`src/rtl/hex_scan_display.sv`:
```
// -----------------------------------------------------------------------------
// hex_scan_display
//
// Time-multiplexed driver for an 8-digit, active-low, seven-segment display.
// A prescaler produces a one-cycle tick every DIV clocks. Each tick advances
// the scanned digit index and loads the segment pattern for that digit. The
// value shown is taken from a shadow copy of the input. The shadow is only
// refreshed at the frame boundary (the tick where the index wraps 7 -> 0), so a
// frame never mixes digits from two different input values.
//
// Parameters
//   DIV  : clk cycles per digit (2 .. 2^20)
//   LZB  : 1 = blank leading zero digits (digit 0 is never blanked)
//
// Ports
//   clk   : system clock; all state changes on its rising edge
//   Rst   : asynchronous active-high reset
//   data  : [32:1] value to show, [0] valid flag (0 -> all digits show a dash)
//   which : registered index of the digit currently driven (0 = data[4:1])
//   seg   : registered active-low segments {dp,g,f,e,d,c,b,a}; dp always off
// -----------------------------------------------------------------------------
module hex_scan_display #(
    parameter int DIV = 100000,
    parameter bit LZB = 1'b0
) (
    input  logic        clk,
    input  logic        Rst,
    input  logic [32:0] data,
    output logic [2:0]  which,
    output logic [7:0]  seg
);

    // Smallest counter width that can hold DIV-1.
    localparam int            CW         = $clog2(DIV);
    localparam logic [CW-1:0] PRESC_LAST = CW'(DIV - 1);

    logic [CW-1:0] presc_reg;
    logic          tick;
    logic [32:0]   shadow_reg;
    logic [32:0]   shadow_next;
    logic [2:0]    which_next;
    logic [7:0]    seg_next;

    logic [3:0]    nibble [8];
    logic [7:0]    nib_nz;
    logic [7:0]    upper_nz;
    logic [3:0]    cur_nibble;
    logic          digit_blank;

    assign tick       = (presc_reg == PRESC_LAST);
    assign which_next = which + 3'd1;

    // The decode on the frame-boundary tick must see the value captured on
    // that same edge, so the decode works from the shadow's next-state value.
    assign shadow_next = (tick && (which == 3'd7)) ? data : shadow_reg;

    // Split the value into nibbles and flag non-zero digits.
    // upper_nz[i] is set when any digit from i up to 7 is non-zero; a digit
    // with upper_nz clear lies entirely above the most significant non-zero
    // digit and is a leading zero.
    generate
        for (genvar gi = 0; gi < 8; gi++) begin : g_nibble
            assign nibble[gi]   = shadow_next[4*gi+1 +: 4];
            assign nib_nz[gi]   = |nibble[gi];
            assign upper_nz[gi] = |nib_nz[7:gi];
        end
    endgenerate

    assign cur_nibble  = nibble[which_next];
    assign digit_blank = LZB && (which_next != 3'd0) && !upper_nz[which_next];

    // Active-low hex font, dp (bit 7) held off.
    function automatic logic [7:0] hex_to_seg(input logic [3:0] n);
        logic [7:0] s;
        case (n)
            4'h0:    s = 8'hC0;
            4'h1:    s = 8'hF9;
            4'h2:    s = 8'hA4;
            4'h3:    s = 8'hB0;
            4'h4:    s = 8'h99;
            4'h5:    s = 8'h92;
            4'h6:    s = 8'h82;
            4'h7:    s = 8'hF8;
            4'h8:    s = 8'h80;
            4'h9:    s = 8'h90;
            4'hA:    s = 8'h88;
            4'hB:    s = 8'h83;
            4'hC:    s = 8'hC6;
            4'hD:    s = 8'hA1;
            4'hE:    s = 8'h86;
            default: s = 8'h8E;
        endcase
        return s;
    endfunction

    // An invalid value overrides both blanking and the hex font.
    always_comb begin
        seg_next = 8'hFF;
        if (!shadow_next[0]) begin
            seg_next = 8'hBF;
        end else if (digit_blank) begin
            seg_next = 8'hFF;
        end else begin
            seg_next = hex_to_seg(cur_nibble);
        end
    end

    always_ff @(posedge clk or posedge Rst) begin
        if (Rst) begin
            presc_reg  <= '0;
            which      <= 3'd0;
            shadow_reg <= 33'd0;
            seg        <= 8'hFF;
        end else begin
            presc_reg <= tick ? '0 : presc_reg + 1'b1;
            if (tick) begin
                which      <= which_next;
                shadow_reg <= shadow_next;
                seg        <= seg_next;
            end
        end
    end

endmodule

```
`config.mk`:
```
export PLATFORM = sky130hd
export DESIGN_NAME = hex_scan_display
export DESIGN_NICKNAME = d
export VERILOG_FILES = /design/src/rtl/hex_scan_display.sv
export SDC_FILE = /design/constraint.sdc
export NUM_CORES = 1
export LEC_CHECK = 0
export ABC_AREA = 1
export BUFFER_PORTS_ARGS = -buffer_cell sky130_fd_sc_hd__buf_2
export CORE_MARGIN = 3
export CORE_UTILIZATION = 62
export CTS_CLUSTER_SIZE = 8
export DETAILED_ROUTE_END_ITERATION = 12
export GPL_TIMING_DRIVEN = 0
export PLACE_DENSITY_LB_ADDON = 0.25
export SYNTH_ARGS = -nofsm -noshare
export SYNTH_HDL_FRONTEND = slang
export SYNTH_SLANG_ARGS = --single-unit
```
`constraint.sdc`:
```
create_clock -name clk -period 6.75 [get_ports clk]
set_input_delay 1.0125 -clock clk [delete_from_list [all_inputs] [get_ports clk]]
set_output_delay 1.0125 -clock clk [all_outputs]
set_load 0.01 [all_outputs]
```
==> flow_summary_export.csv, run 1 <==
group,metric,value,unit
layout,antenna_cells,0,
timing,fin_hold_ws,467.0,ps
timing,timing.final.crit_share,0.4841,
setup_path,worstSetupPathType,"reg -> reg",
yosys,synth_sequential_area_ratio,0.4532,
floorplan,num_rows,26,
layout,area_grow_syn2layout,17.35,%
cts,tritoncts,"yes",
placed_design,post-place-cells,542,
yosys,post_synth_inst_count,427,
cts,cts.repair.resized,0,
yosys,synthMuxAreaShare,0,
cts,cts.sinks,60,
timing,post-route-worst-setup-slack,3482,ps
setup_path,critical_path.startpoint_type,"flop",
layout,fraction_of_final_layout_cells_sized_beyond_drive_strength_1,0.1967,
drt,routed-via-count,3147,
setup_path,worst_path_largest_cell_delay,440,ps
power_and_ir_drop,total_leakage_power,1.910,nW
timing,timing.final.hold_violations,0,
global_route,global_route_wire_length_before_repair,13500,um
layout,final_cells,558,
global_route,gr-usage-all-layers,0.2713,
setup_path,crit_path_max_fanout,10,
layout,post-route-cell-area,3910,um^2
timing,tns,0,ps
yosys,netlist_top_cells_count,"126 x sky130_fd_sc_hd__nand2_1, 72 x sky130_fd_sc_hd__nand3_1, 53 x sky130_fd_sc_hd__dfrtp_1, 41 x sky130_fd_sc_hd__inv_1, 27 x sky130_fd_sc_hd__nand4_1",
cts,depth_of_the_cts_h_tree,3,
setup_path,critical_path_required,7010,ps
layout,largest_reg_flops,33,
power_and_ir_drop,p_per_cell_area,201.4,nW/um^2
timing,grt_setup_unrepaired,"false",
power_and_ir_drop,power.sequential.fraction,0.457,
yosys,syn_area,3332,um^2
placed_design,port_buffers,44,
timing,worst_skew,10.83,ps
layout,finish.net_count,528,
yosys,ys_top_cells_by_area,"sky130_fd_sc_hd__dfrtp_1 40%, sky130_fd_sc_hd__nand2_1 14%, sky130_fd_sc_hd__nand3_1 11%",
yosys,netlist.top_cell.by_area,"sky130_fd_sc_hd__dfrtp_1",
drt,drtPass1Iterations,5,
power_and_ir_drop,vdd_ir_drop_max,0.1413,mV
power_and_ir_drop,p_int,0.6333,mW
power_and_ir_drop,comb_power_share,0.024,
floorplan,start_util,0.6482,
drt,route.final.wire_length,8011,um
setup_path,critical_path_cell_by_cell,"ha_1, ha_1, buf_2, clkbuf_1, clkbuf_1, nand4_1, nand3_1, nand3_1, nand3_1, nand2_1, inv_1, ha_1, nand3_1, nand2_1, nand2_1, a21oi_1",
yosys,postSynthNetCount,472,
run_status,run_status,"finished, final reports clean",
timing,worst_slew_margin_rel,0.6233,
timing,timing_max_transition_violations_final,0,
drt,detail_route.drc_violations,0,
run,max_cap_viol_count,0,
floorplan,die_h,79.31,um
setup_path,critPathMostFrequentCell,"sky130_fd_sc_hd__nand3_1",
drt,wl_per_cell,14.36,um
yosys,mean_cell_area_of_the_mapped_netlist,7.803,um^2
cts,cts_setup_buffers,0,
yosys,yosys.area_share.simple,0.3763,
yosys,synth_top_family_by_area,"simple AND/OR/NAND/NOR gates",
yosys,ys_dominant_reg_cell,"sky130_fd_sc_hd__dfrtp_1",
global_route,antenna_found_initial,0,
layout,fillCellCount,424,
setup_path,slowest_stage,"sky130_fd_sc_hd__clkbuf_1",
cts,cts_buffers,9,
yosys,synth.ff_latch_count,60,
global_route,grt_pass1_vias,3121,
yosys,xor_xnor_share_of_the_synthesized_area,0.007886,
placed_design,place_ws,3583,ps
yosys,yosys.cell_count.top_type,"sky130_fd_sc_hd__nand2_1",
floorplan,chipWidth,79.31,um
placed_design,replace_congestion,0.8399,
drt,drtAntennaViolNets,0,
hold_path,hold_path_class,"reg -> reg",
floorplan,boundaryPins,46,
yosys,yosys_warnings,0,
yosys,share_of_the_synthesized_area_in_compound_gates_ao_oa_aoi_oai,0.03943,
cts,worst_setup_hold_path_clk_slew,70,ps
timing,max_clock_freq,306.0,MHz
global_route,grt_start_max_net_pins,39,
drt,detail_route.iter0.violations,241,
yosys,synth-edff-count,0,
yosys,share_of_the_synthesized_area_in_the_top_cell_type,0.3980,
power_and_ir_drop,net-switching-power,0.1543,mW
floorplan,core_region_area,5140,um^2
cts,holdBufCountCts,0,
floorplan,die-area,6290,um^2
yosys,postSynth.asyncResetShare,1.000,
cts,clock-root-buffer,"sky130_fd_sc_hd__clkbuf_8",
yosys,synth.lib_cells_used.distinct,30,
drt,vias_per_cell,5.640,
global_route,global_route.overflow_total,0,
cts,clk_latency,340,ps
setup_path,worst_setup_path_end_kind,"flop",
timing,final.min_clock_period,3268,ps
yosys,synth_fa_ha_area_frac,0.03755,
power_and_ir_drop,clockPowerShare,0.519,
placed_design,dp.final_hpwl,5506,um
timing,worst_pin_slew,563.2,ps
placed_design,placement.cell_area,3660,um^2
setup_path,worst-endpoint-arrival,3530,ps
power_and_ir_drop,swShare,0.1959,
cts,cts-root-to-sink-buffers,2,
timing,setup_viol,0,
-- worst max-delay path, delay by kind of cell, from the launching register on --
family                   cells  cell delay, ps
buffers and inverters        4            1190
AND/OR/NAND/NOR              8             920
adder cells (fa/ha/maj)      3             540
flip-flops                   1             390
AO/OA/AOI/OAI                1             150
-- logic make-up after synthesis --
| kind of cell | count (synthesis) |
|---|---|
| adder cells (fa/ha/maj) | 10 |
| other | 1 |
| XOR/XNOR | 3 |
| AO/OA/AOI/OAI | 24 |
| flip-flops | 60 |
| AND/OR/NAND/NOR | 267 |
| buffers and inverters | 62 |
-- per-layer routing --
metal	track usage	part of all wire
met1	0.3341	0.42
met2	0.4596	0.49
met5	0	0
met3	0.04989	0.059
met4	0.1289	0.023
-- worst paths after layout --
kind	slack, ps	start	cells past startpoint	end
max	3480	which[0]	16	seg[5]
max reg2reg	3480	which[0]	16	seg[5]
min reg2reg	470	shadow_reg[18]	2	shadow_reg[18]
max in group asynchronous	5420	Rst	3	seg[1]
min	470	shadow_reg[18]	2	shadow_reg[18]
min in group asynchronous	710	Rst	2	presc_reg[0]
-- final cells by class --
class	instances	area, um^2	area share
clock buffers	12	155.1	0.03968
flip-flops and latches	60	1510	0.3862
clock inverters	4	95.09	0.02432
repair buffers	45	240.2	0.06144
multi-input cells	305	1540	0.3939
well taps	70	87.58	0.02240
plain buffers	18	116.4	0.02976
inverters	44	165.2	0.04224
-- power groups by stage --
stage          registers (mW)  clock network (mW)  logic [mW]
2_1_floorplan           0.366                   0     0.00596
3_3_place_gp            0.366                   0      0.0176
3_5_place_dp            0.366                   0      0.0194
4_1_cts                 0.360               0.408      0.0196
5_1_grt                 0.359               0.423      0.0217
6_report                0.360               0.409      0.0192
-- stage by stage --
| step | utilization | power (mW) |
|---|---|---|
| 6_report | 0.7607 | 0.7876 |
| 3_3_place_gp | 0.7081 | 0.3839 |
| 2_1_floorplan | - | 0.3723 |
| 3_5_place_dp | 0.7120 | 0.3857 |
| 4_1_cts | 0.7607 | 0.7868 |
| 5_1_grt | 0.7607 | 0.8041 |
-- layout by cell type, fill, tap and decap left out, types with 2 or more instances in the layout --
| cell type | n |
|---|---|
| sky130_fd_sc_hd__bufinv_16 | 3 |
| sky130_fd_sc_hd__dfstp_2 | 7 |
| sky130_fd_sc_hd__nand3_1 | 72 |
| sky130_fd_sc_hd__dfrtp_1 | 53 |
| sky130_fd_sc_hd__nand4_1 | 27 |
| sky130_fd_sc_hd__or2_2 | 4 |
| sky130_fd_sc_hd__inv_2 | 2 |
| sky130_fd_sc_hd__nand2_1 | 126 |
| sky130_fd_sc_hd__nor2_1 | 23 |
| sky130_fd_sc_hd__clkbuf_1 | 9 |
| sky130_fd_sc_hd__buf_6 | 5 |
| sky130_fd_sc_hd__o21ai_0 | 10 |
| sky130_fd_sc_hd__nor2_4 | 2 |
| sky130_fd_sc_hd__buf_4 | 2 |
| sky130_fd_sc_hd__ha_1 | 10 |
| sky130_fd_sc_hd__nor3_1 | 3 |
| sky130_fd_sc_hd__inv_1 | 40 |
| sky130_fd_sc_hd__nand3_2 | 2 |
| sky130_fd_sc_hd__xor2_1 | 3 |
| sky130_fd_sc_hd__buf_2 | 47 |
| sky130_fd_sc_hd__a21oi_1 | 9 |
| sky130_fd_sc_hd__clkinv_1 | 2 |
| sky130_fd_sc_hd__nand2_2 | 5 |
| sky130_fd_sc_hd__nand3_4 | 2 |
| sky130_fd_sc_hd__clkbuf_8 | 11 |
Power figures use the tool's default switching activity.
==> run 2, diff against run 1 <==
--- a/config.mk
+++ b/config.mk
@@ -5,10 +5,10 @@
 export SDC_FILE = /design/constraint.sdc
 export NUM_CORES = 1
 export LEC_CHECK = 0
-export ABC_AREA = 1
+export ABC_AREA = 0
 export BUFFER_PORTS_ARGS = -buffer_cell sky130_fd_sc_hd__buf_2
 export CORE_MARGIN = 3
-export CORE_UTILIZATION = 62
+export CORE_UTILIZATION = 52
 export CTS_CLUSTER_SIZE = 8
 export DETAILED_ROUTE_END_ITERATION = 12
 export GPL_TIMING_DRIVEN = 0
==> constraint.sdc (replaced) <==
create_clock -name clk -period 2.9 [get_ports clk]
set_input_delay 0.435 -clock clk [delete_from_list [all_inputs] [get_ports clk]]
set_output_delay 0.435 -clock clk [all_outputs]
set_load 0.01 [all_outputs]
==> flow_summary_export.csv, run 2 <==
group,metric,value,unit
run_status,run_status,"finished with violations",
run_status,violations,"setup timing",
yosys,netlist.top_cell.by_area,"sky130_fd_sc_hd__dfrtp_1",
layout,fraction_of_final_layout_cells_sized_beyond_drive_strength_1,0.4000,
drt,detail_route.iter0.violations,115,
yosys,synth-edff-count,0,
cts,tritoncts,"yes",
setup_path,crit_path_max_fanout,6,
setup_path,regToRegStartpoint,"presc_reg[12]",
floorplan,chipWidth,86.14,um
drt,drtPass1Iterations,4,
run,max_cap_viol_count,0,
cts,clock-root-buffer,"sky130_fd_sc_hd__clkbuf_8",
yosys,yosys.cell_count.top_type,"sky130_fd_sc_hd__dfrtp_1",
yosys,netlist_top_cells_count,"53 x sky130_fd_sc_hd__dfrtp_1, 35 x sky130_fd_sc_hd__mux2_2, 32 x sky130_fd_sc_hd__nand2_1, 22 x sky130_fd_sc_hd__nor2_1, 17 x sky130_fd_sc_hd__nand2b_1",
global_route,gr-usage-met1,0.2993,
timing,post-route-worst-setup-slack,-429.7,ps
global_route,grt_pass1_vias,2649,
floorplan,core_region_area,6061,um^2
power_and_ir_drop,p_per_cell_area,411.3,nW/um^2
setup_path,timing.critical_path.max_delay_family,"simple AND/OR/NAND/NOR gates",
yosys,postSynthNetCount,349,
setup_path,worst_setup_path_end_kind,"flop",
setup_path,critical_path_required,3190,ps
floorplan,die_h,86.14,um
setup_path,critical_path_cell_by_cell,"or4b_4, nor4_4, nand2_4, buf_12, mux4_2, a22oi_2, nand3_4, inv_4, ha_4, nor2_1, a21oi_1, mux2i_1, o22a_1",
yosys,mean_cell_area_of_the_mapped_netlist,10.99,um^2
yosys,synth_sequential_area_ratio,0.4522,
cts,cts.sinks,60,
setup_path,worstRegToRegCells,13,
timing,timing.final.hold_violations,0,
yosys,share_of_the_synthesized_area_in_the_top_cell_type,0.3972,
cts,worst_setup_hold_path_clk_slew,70,ps
yosys,synth.lib_cells_used.distinct,44,
layout,largest_reg_flops,33,
setup_path,timing.rr.end,"seg[3]",
setup_path,critPathBufInv,2,
global_route,gr-max-usage-layer,"met2",
global_route,grt.met3_usage,0.04995,
cts,cts-root-to-sink-buffers,2,
global_route,grt_start_max_net_pins,35,
power_and_ir_drop,vdd_ir_drop_max,0.2486,mV
floorplan,die-area,7419,um^2
placed_design,replace_congestion,0.8344,
cts,holdBufCountCts,0,
drt,wl_per_cell,16.19,um
yosys,ys_dominant_reg_cell,"sky130_fd_sc_hd__dfrtp_1",
timing,timing.final.crit_share,1.148,
drt,detail_route.drc_violations,0,
placed_design,placement.cell_area,3754,um^2
hold_path,hold_path_class,"in -> async",
timing,final.min_clock_period,3330,ps
drt,routed-via-count,2585,
layout,layout_commonest_cell,"sky130_fd_sc_hd__dfrtp_1",
floorplan,start_util,0.5510,
global_route,met2_usage,0.3462,
power_and_ir_drop,total_leakage_power,1.871,nW
yosys,post_synth_inst_count,304,
placed_design,dp.final_hpwl,5142,um
yosys,synth.ff_latch_count,60,
timing,grt_setup_unrepaired,"true",
floorplan,boundaryPins,46,
timing,worst_slew_margin_rel,0.6047,
drt,vias_per_cell,5.620,
timing,max_clock_freq,300.3,MHz
cts,depth_of_the_cts_h_tree,3,
cts,cts_buffers,9,
yosys,yosys_warnings,0,
drt,drtAntennaViolNets,0,
timing,setup_viol,7,
timing,worst_pin_slew,592.9,ps
setup_path,r2r_setup_slack,-430,ps
setup_path,worst-endpoint-arrival,3620,ps
global_route,global_route.overflow_total,0,
layout,fillCellCount,468,
setup_path,worst_path_largest_cell_delay,580,ps
global_route,global_route_wire_length_before_repair,12640,um
global_route,gr-usage-all-layers,0.2210,
timing,timing_max_transition_violations_final,0,
layout,layout.cells.most_common_list,"52 x sky130_fd_sc_hd__dfrtp_1, 44 x sky130_fd_sc_hd__buf_2, 34 x sky130_fd_sc_hd__mux2_2",
cts,clk_latency,350,ps
timing,worst_skew,8.165,ps
drt,route.final.wire_length,7446,um
setup_path,slowest_stage,"sky130_fd_sc_hd__or4b_4",
layout,antenna_cells,0,
global_route,antenna_found_initial,0,
placed_design,port_buffers,44,
setup_path,worstSetupPathType,"reg -> reg",
layout,finish.net_count,426,
floorplan,num_rows,28,
yosys,ys_top_cells_by_area,"sky130_fd_sc_hd__dfrtp_1 40%, sky130_fd_sc_hd__mux2_2 12%, sky130_fd_sc_hd__dfstp_2 5.5%",
setup_path,critical_path.startpoint_type,"flop",
layout,area_grow_syn2layout,23.23,%
timing,tns,-2412,ps
yosys,postSynth.asyncResetShare,1.000,
yosys,syn_area,3339,um^2
layout,post-route-cell-area,4115,um^2
[run 2: cell types whose count changed after synthesis, sizes merged, moves of 5 or more]
cell / previous run / this run
a211oi: 1 / 9
a21oi: 9 / 3
a22oi: 0 / 10
buf: 10 / 4
inv: 42 / 7
mux2: 0 / 35
mux4: 0 / 8
nand2: 131 / 33
nand2b: 0 / 17
nand3: 76 / 9
nand4: 27 / 6
nor2b: 0 / 6
xnor2: 0 / 8
xor2: 3 / 8
[run 2: power by group]
part           total [mW]  switching [mW]  internal (mW)  leakage (nW)
logic               0.147          0.0714         0.0752          1.06
registers           0.872          0.0109          0.861         0.722
clock network       0.674           0.325          0.350        0.0893
[run 2: layout make-up]
cell class | instances | area (um^2) | area share
flip-flops and latches | 60 | 1511 | 0.3673
multi-input cells | 221 | 1823 | 0.4430
repair buffers | 66 | 401.6 | 0.09760
well taps | 75 | 93.84 | 0.02280
plain buffers | 16 | 85.08 | 0.02067
clock buffers | 13 | 158.9 | 0.03861
inverters | 7 | 31.28 | 0.007601
clock inverters | 2 | 10.01 | 0.002432
[run 2: repair_timing]
action	in CTS	in global routing
setup endpoints to repair	7	7
gates resized for setup	5	5
pin swaps	6	8
buffers inserted	13	8
[run 2: layer usage]
layer	wire (um)	part of all wire	vias up
met5	0	0	-
met4	146	0.020	0
met3	385	0.052	17
met2	3607	0.48	70
met1	3308	0.44	1263
li1	-	-	1235
[run 2: cell families after synthesis]
logic type / after synthesis / synth area share
AOI/OAI and AO/OA: 40 / 0.08430
adders and majority gates: 10 / 0.03747
xor gates and xnor gates: 16 / 0.04196
buffers and inverters: 23 / 0.02960
and+or+nand+nor: 109 / 0.1753
other: 1 / 0.001123
muxes: 45 / 0.1780
DFF: 60 / 0.4522
[run 2: metrics by stage]
stage / setup slack (ps) / cells / power (mW) / hold WS [ps] / util
global route: -510.4 / 460 / 1.762 / 191.4 / 0.6790
floorplan: -262.5 / 304 / 0.9721 / 454.9 / -
CTS: -372.8 / 452 / 1.703 / 156.8 / 0.6666
finish: -429.7 / 460 / 1.693 / 146.9 / 0.6790
detailed placement: -672.2 / 424 / 1.024 / 476.6 / 0.6193
global placement: -626.8 / 423 / 1.016 / 469.5 / 0.6160
[run 2: worst max-delay path by stage]
stage / endpoint / startpoint / cells after the start / slack (ps)
after floorplan: seg[3] / presc_reg[13] / 13 / -260
after global placement: seg[6] / presc_reg[5] / 9 / -630
after detailed placement: seg[6] / presc_reg[5] / 9 / -670
after CTS: seg[3] / presc_reg[11] / 13 / -370
after global routing: seg[3] / presc_reg[12] / 13 / -510
final: seg[3] / presc_reg[12] / 13 / -430
==> run 3, diff against run 2 <==
--- a/config.mk
+++ b/config.mk
@@ -9,6 +9,7 @@
 export BUFFER_PORTS_ARGS = -buffer_cell sky130_fd_sc_hd__buf_2
 export CORE_MARGIN = 3
 export CORE_UTILIZATION = 52
+export CTS_BUF_LIST = sky130_fd_sc_hd__clkbuf_4 sky130_fd_sc_hd__clkbuf_8 sky130_fd_sc_hd__clkbuf_16
 export CTS_CLUSTER_SIZE = 8
 export DETAILED_ROUTE_END_ITERATION = 12
 export GPL_TIMING_DRIVEN = 0
==> flow_summary_export.csv, run 3 (synthesized netlist as in run 2, its figures left out) <==
group,metric,value,unit
timing,timing.final.crit_share,1.148,
timing,setup_viol,7,
layout,largest_reg_flops,33,
global_route,grt_start_max_net_pins,35,
global_route,met2_usage,0.3462,
layout,antenna_cells,0,
timing,worst_pin_slew,588.0,ps
layout,layout.core_utilization,0.6802,
cts,clock-root-buffer,"sky130_fd_sc_hd__clkbuf_8",
cts,cts.sinks,60,
cts,depth_of_the_cts_h_tree,3,
placed_design,place_ws,-672.2,ps
cts,worst_setup_hold_path_clk_slew,70,ps
global_route,global_route.overflow_total,0,
run_status,run_status,"finished with violations",
drt,routed-via-count,2584,
layout,layout_commonest_cell,"sky130_fd_sc_hd__dfrtp_1",
global_route,gr-usage-met1,0.2993,
cts,tritoncts,"yes",
layout,finish.net_count,426,
hold_path,hold_path_class,"in -> async",
drt,vias_per_cell,5.617,
cts,cts-root-to-sink-buffers,2,
global_route,gr-usage-all-layers,0.2210,
floorplan,boundaryPins,46,
setup_path,crit_path_max_fanout,6,
floorplan,num_rows,28,
placed_design,post-place-cells,424,
global_route,grt.met3_usage,0.04995,
cts,clk_latency,350,ps
setup_path,worst_setup_path_end_kind,"flop",
timing,timing.final.hold_violations,0,
floorplan,core_region_area,6061,um^2
floorplan,die-area,7419,um^2
floorplan,start_util,0.5510,
timing,post-route-worst-setup-slack,-429.3,ps
power_and_ir_drop,p_per_cell_area,415.3,nW/um^2
setup_path,critical_path.startpoint_type,"flop",
floorplan,die_h,86.14,um
drt,wl_per_cell,16.17,um
timing,fin_hold_ws,146.8,ps
setup_path,critical_path_cell_by_cell,"or4b_4, nor4_4, nand2_4, buf_12, mux4_2, a22oi_2, nand3_4, inv_4, ha_4, nor2_1, a21oi_1, mux2i_1, o22a_1",
power_and_ir_drop,total_leakage_power,1.878,nW
run_status,violations,"setup timing",
layout,layout.cells.most_common_list,"52 x sky130_fd_sc_hd__dfrtp_1, 44 x sky130_fd_sc_hd__buf_2, 34 x sky130_fd_sc_hd__mux2_2",
timing,worst_skew,8.258,ps
layout,final_cells,460,
placed_design,dp.final_hpwl,5142,um
placed_design,replace_congestion,0.8344,
layout,area_grow_syn2layout,23.45,%
placed_design,port_buffers,44,
drt,drtAntennaViolNets,0,
setup_path,critical_path_required,3190,ps
timing,max_clock_freq,300.4,MHz
setup_path,worstSetupPathType,"reg -> reg",
timing,timing_max_transition_violations_final,0,
global_route,grt_pass1_vias,2649,
global_route,gr-max-usage-layer,"met2",
setup_path,worst_path_largest_cell_delay,580,ps
drt,detail_route.drc_violations,0,
cts,cts_buffers,9,
cts,holdBufCountCts,0,
floorplan,chipWidth,86.14,um
drt,route.final.wire_length,7438,um
global_route,antenna_found_initial,0,
drt,drtPass1Iterations,4,
timing,worst_slew_margin_rel,0.6074,
setup_path,worst-endpoint-arrival,3620,ps
setup_path,critPathBufInv,2,
drt,detail_route.iter0.violations,115,
run,max_cap_viol_count,0,
power_and_ir_drop,vdd_ir_drop_max,0.2513,mV
timing,grt_setup_unrepaired,"true",
setup_path,timing.critical_path.max_delay_family,"simple AND/OR/NAND/NOR gates",
setup_path,slowest_stage,"sky130_fd_sc_hd__or4b_4",
timing,final.min_clock_period,3329,ps
timing,tns,-2412,ps
layout,fraction_of_final_layout_cells_sized_beyond_drive_strength_1,0.4052,
global_route,global_route_wire_length_before_repair,12640,um
## run 3: cell counts in the layout (fill, tap and decap cells not counted)
No cell type changed its count.
## run 3: timing repair
action,4_1_cts,5_1_grt
gates cloned,0,0
gates resized for setup,5,5
setup endpoints to repair,7,7
setup buffers,13,8
pin swaps,6,8
## run 3: worst reg2reg max path, cell delays in order (launching register included)
cell	delay, ps
sky130_fd_sc_hd__dfrtp_1	400
sky130_fd_sc_hd__or4b_4	580
sky130_fd_sc_hd__nor4_4	380
sky130_fd_sc_hd__nand2_4	120
sky130_fd_sc_hd__buf_12	180
sky130_fd_sc_hd__mux4_2	420
sky130_fd_sc_hd__a22oi_2	220
sky130_fd_sc_hd__nand3_4	160
sky130_fd_sc_hd__inv_4	120
sky130_fd_sc_hd__ha_4	210
sky130_fd_sc_hd__nor2_1	130
sky130_fd_sc_hd__a21oi_1	60
sky130_fd_sc_hd__mux2i_1	150
sky130_fd_sc_hd__o22a_1	140
## run 3: path summary, 6_finish.rpt
path / startpoint / end / slack [ps] / depth (start not counted)
min in group clk: data[2] / shadow_reg[2] / 330 / 2
max in group asynchronous: Rst / shadow_reg[28] / 2160 / 3
max reg2reg: presc_reg[12] / seg[3] / -430 / 13
min reg2reg: seg[6] / seg[6] / 490 / 2
min: Rst / presc_reg[4] / 150 / 2
max: presc_reg[12] / seg[3] / -430 / 13
## run 3: area by class of cell
class / instances / area (um^2)
plain buffers: 16 / 85.08
clock buffers: 13 / 166.4
clock inverters: 2 / 10.01
fillers: 466 / 1938
inverters: 7 / 31.28
multi-input cells: 221 / 1823
flip-flops and latches: 60 / 1511
well taps: 75 / 93.84
repair buffers: 66 / 401.6
## run 3: metrics by stage
| step | power (mW) | cell area [um^2] |
|---|---|---|
| detailed placement | 1.024 | 3754 |
| global placement | 1.016 | 3734 |
| floorplan | 0.9721 | 3420 |
| global route | 1.780 | 4123 |
| finish | 1.712 | 4123 |
| CTS | 1.722 | 4048 |
## run 3: report_power, final
| part | internal [mW] | leakage, nW | switching, mW |
|---|---|---|---|
| Clock | 0.368 | 0.0961 | 0.325 |
| Sequential | 0.861 | 0.722 | 0.0110 |
| Combinational | 0.0752 | 1.06 | 0.0713 |
## run 3: layer usage
layer / vias up / routed length, um
met1: 1262 / 3322
li1: 1234 / -
met3: 17 / 372
met5: - / 0
met4: 0 / 146
met2: 71 / 3598
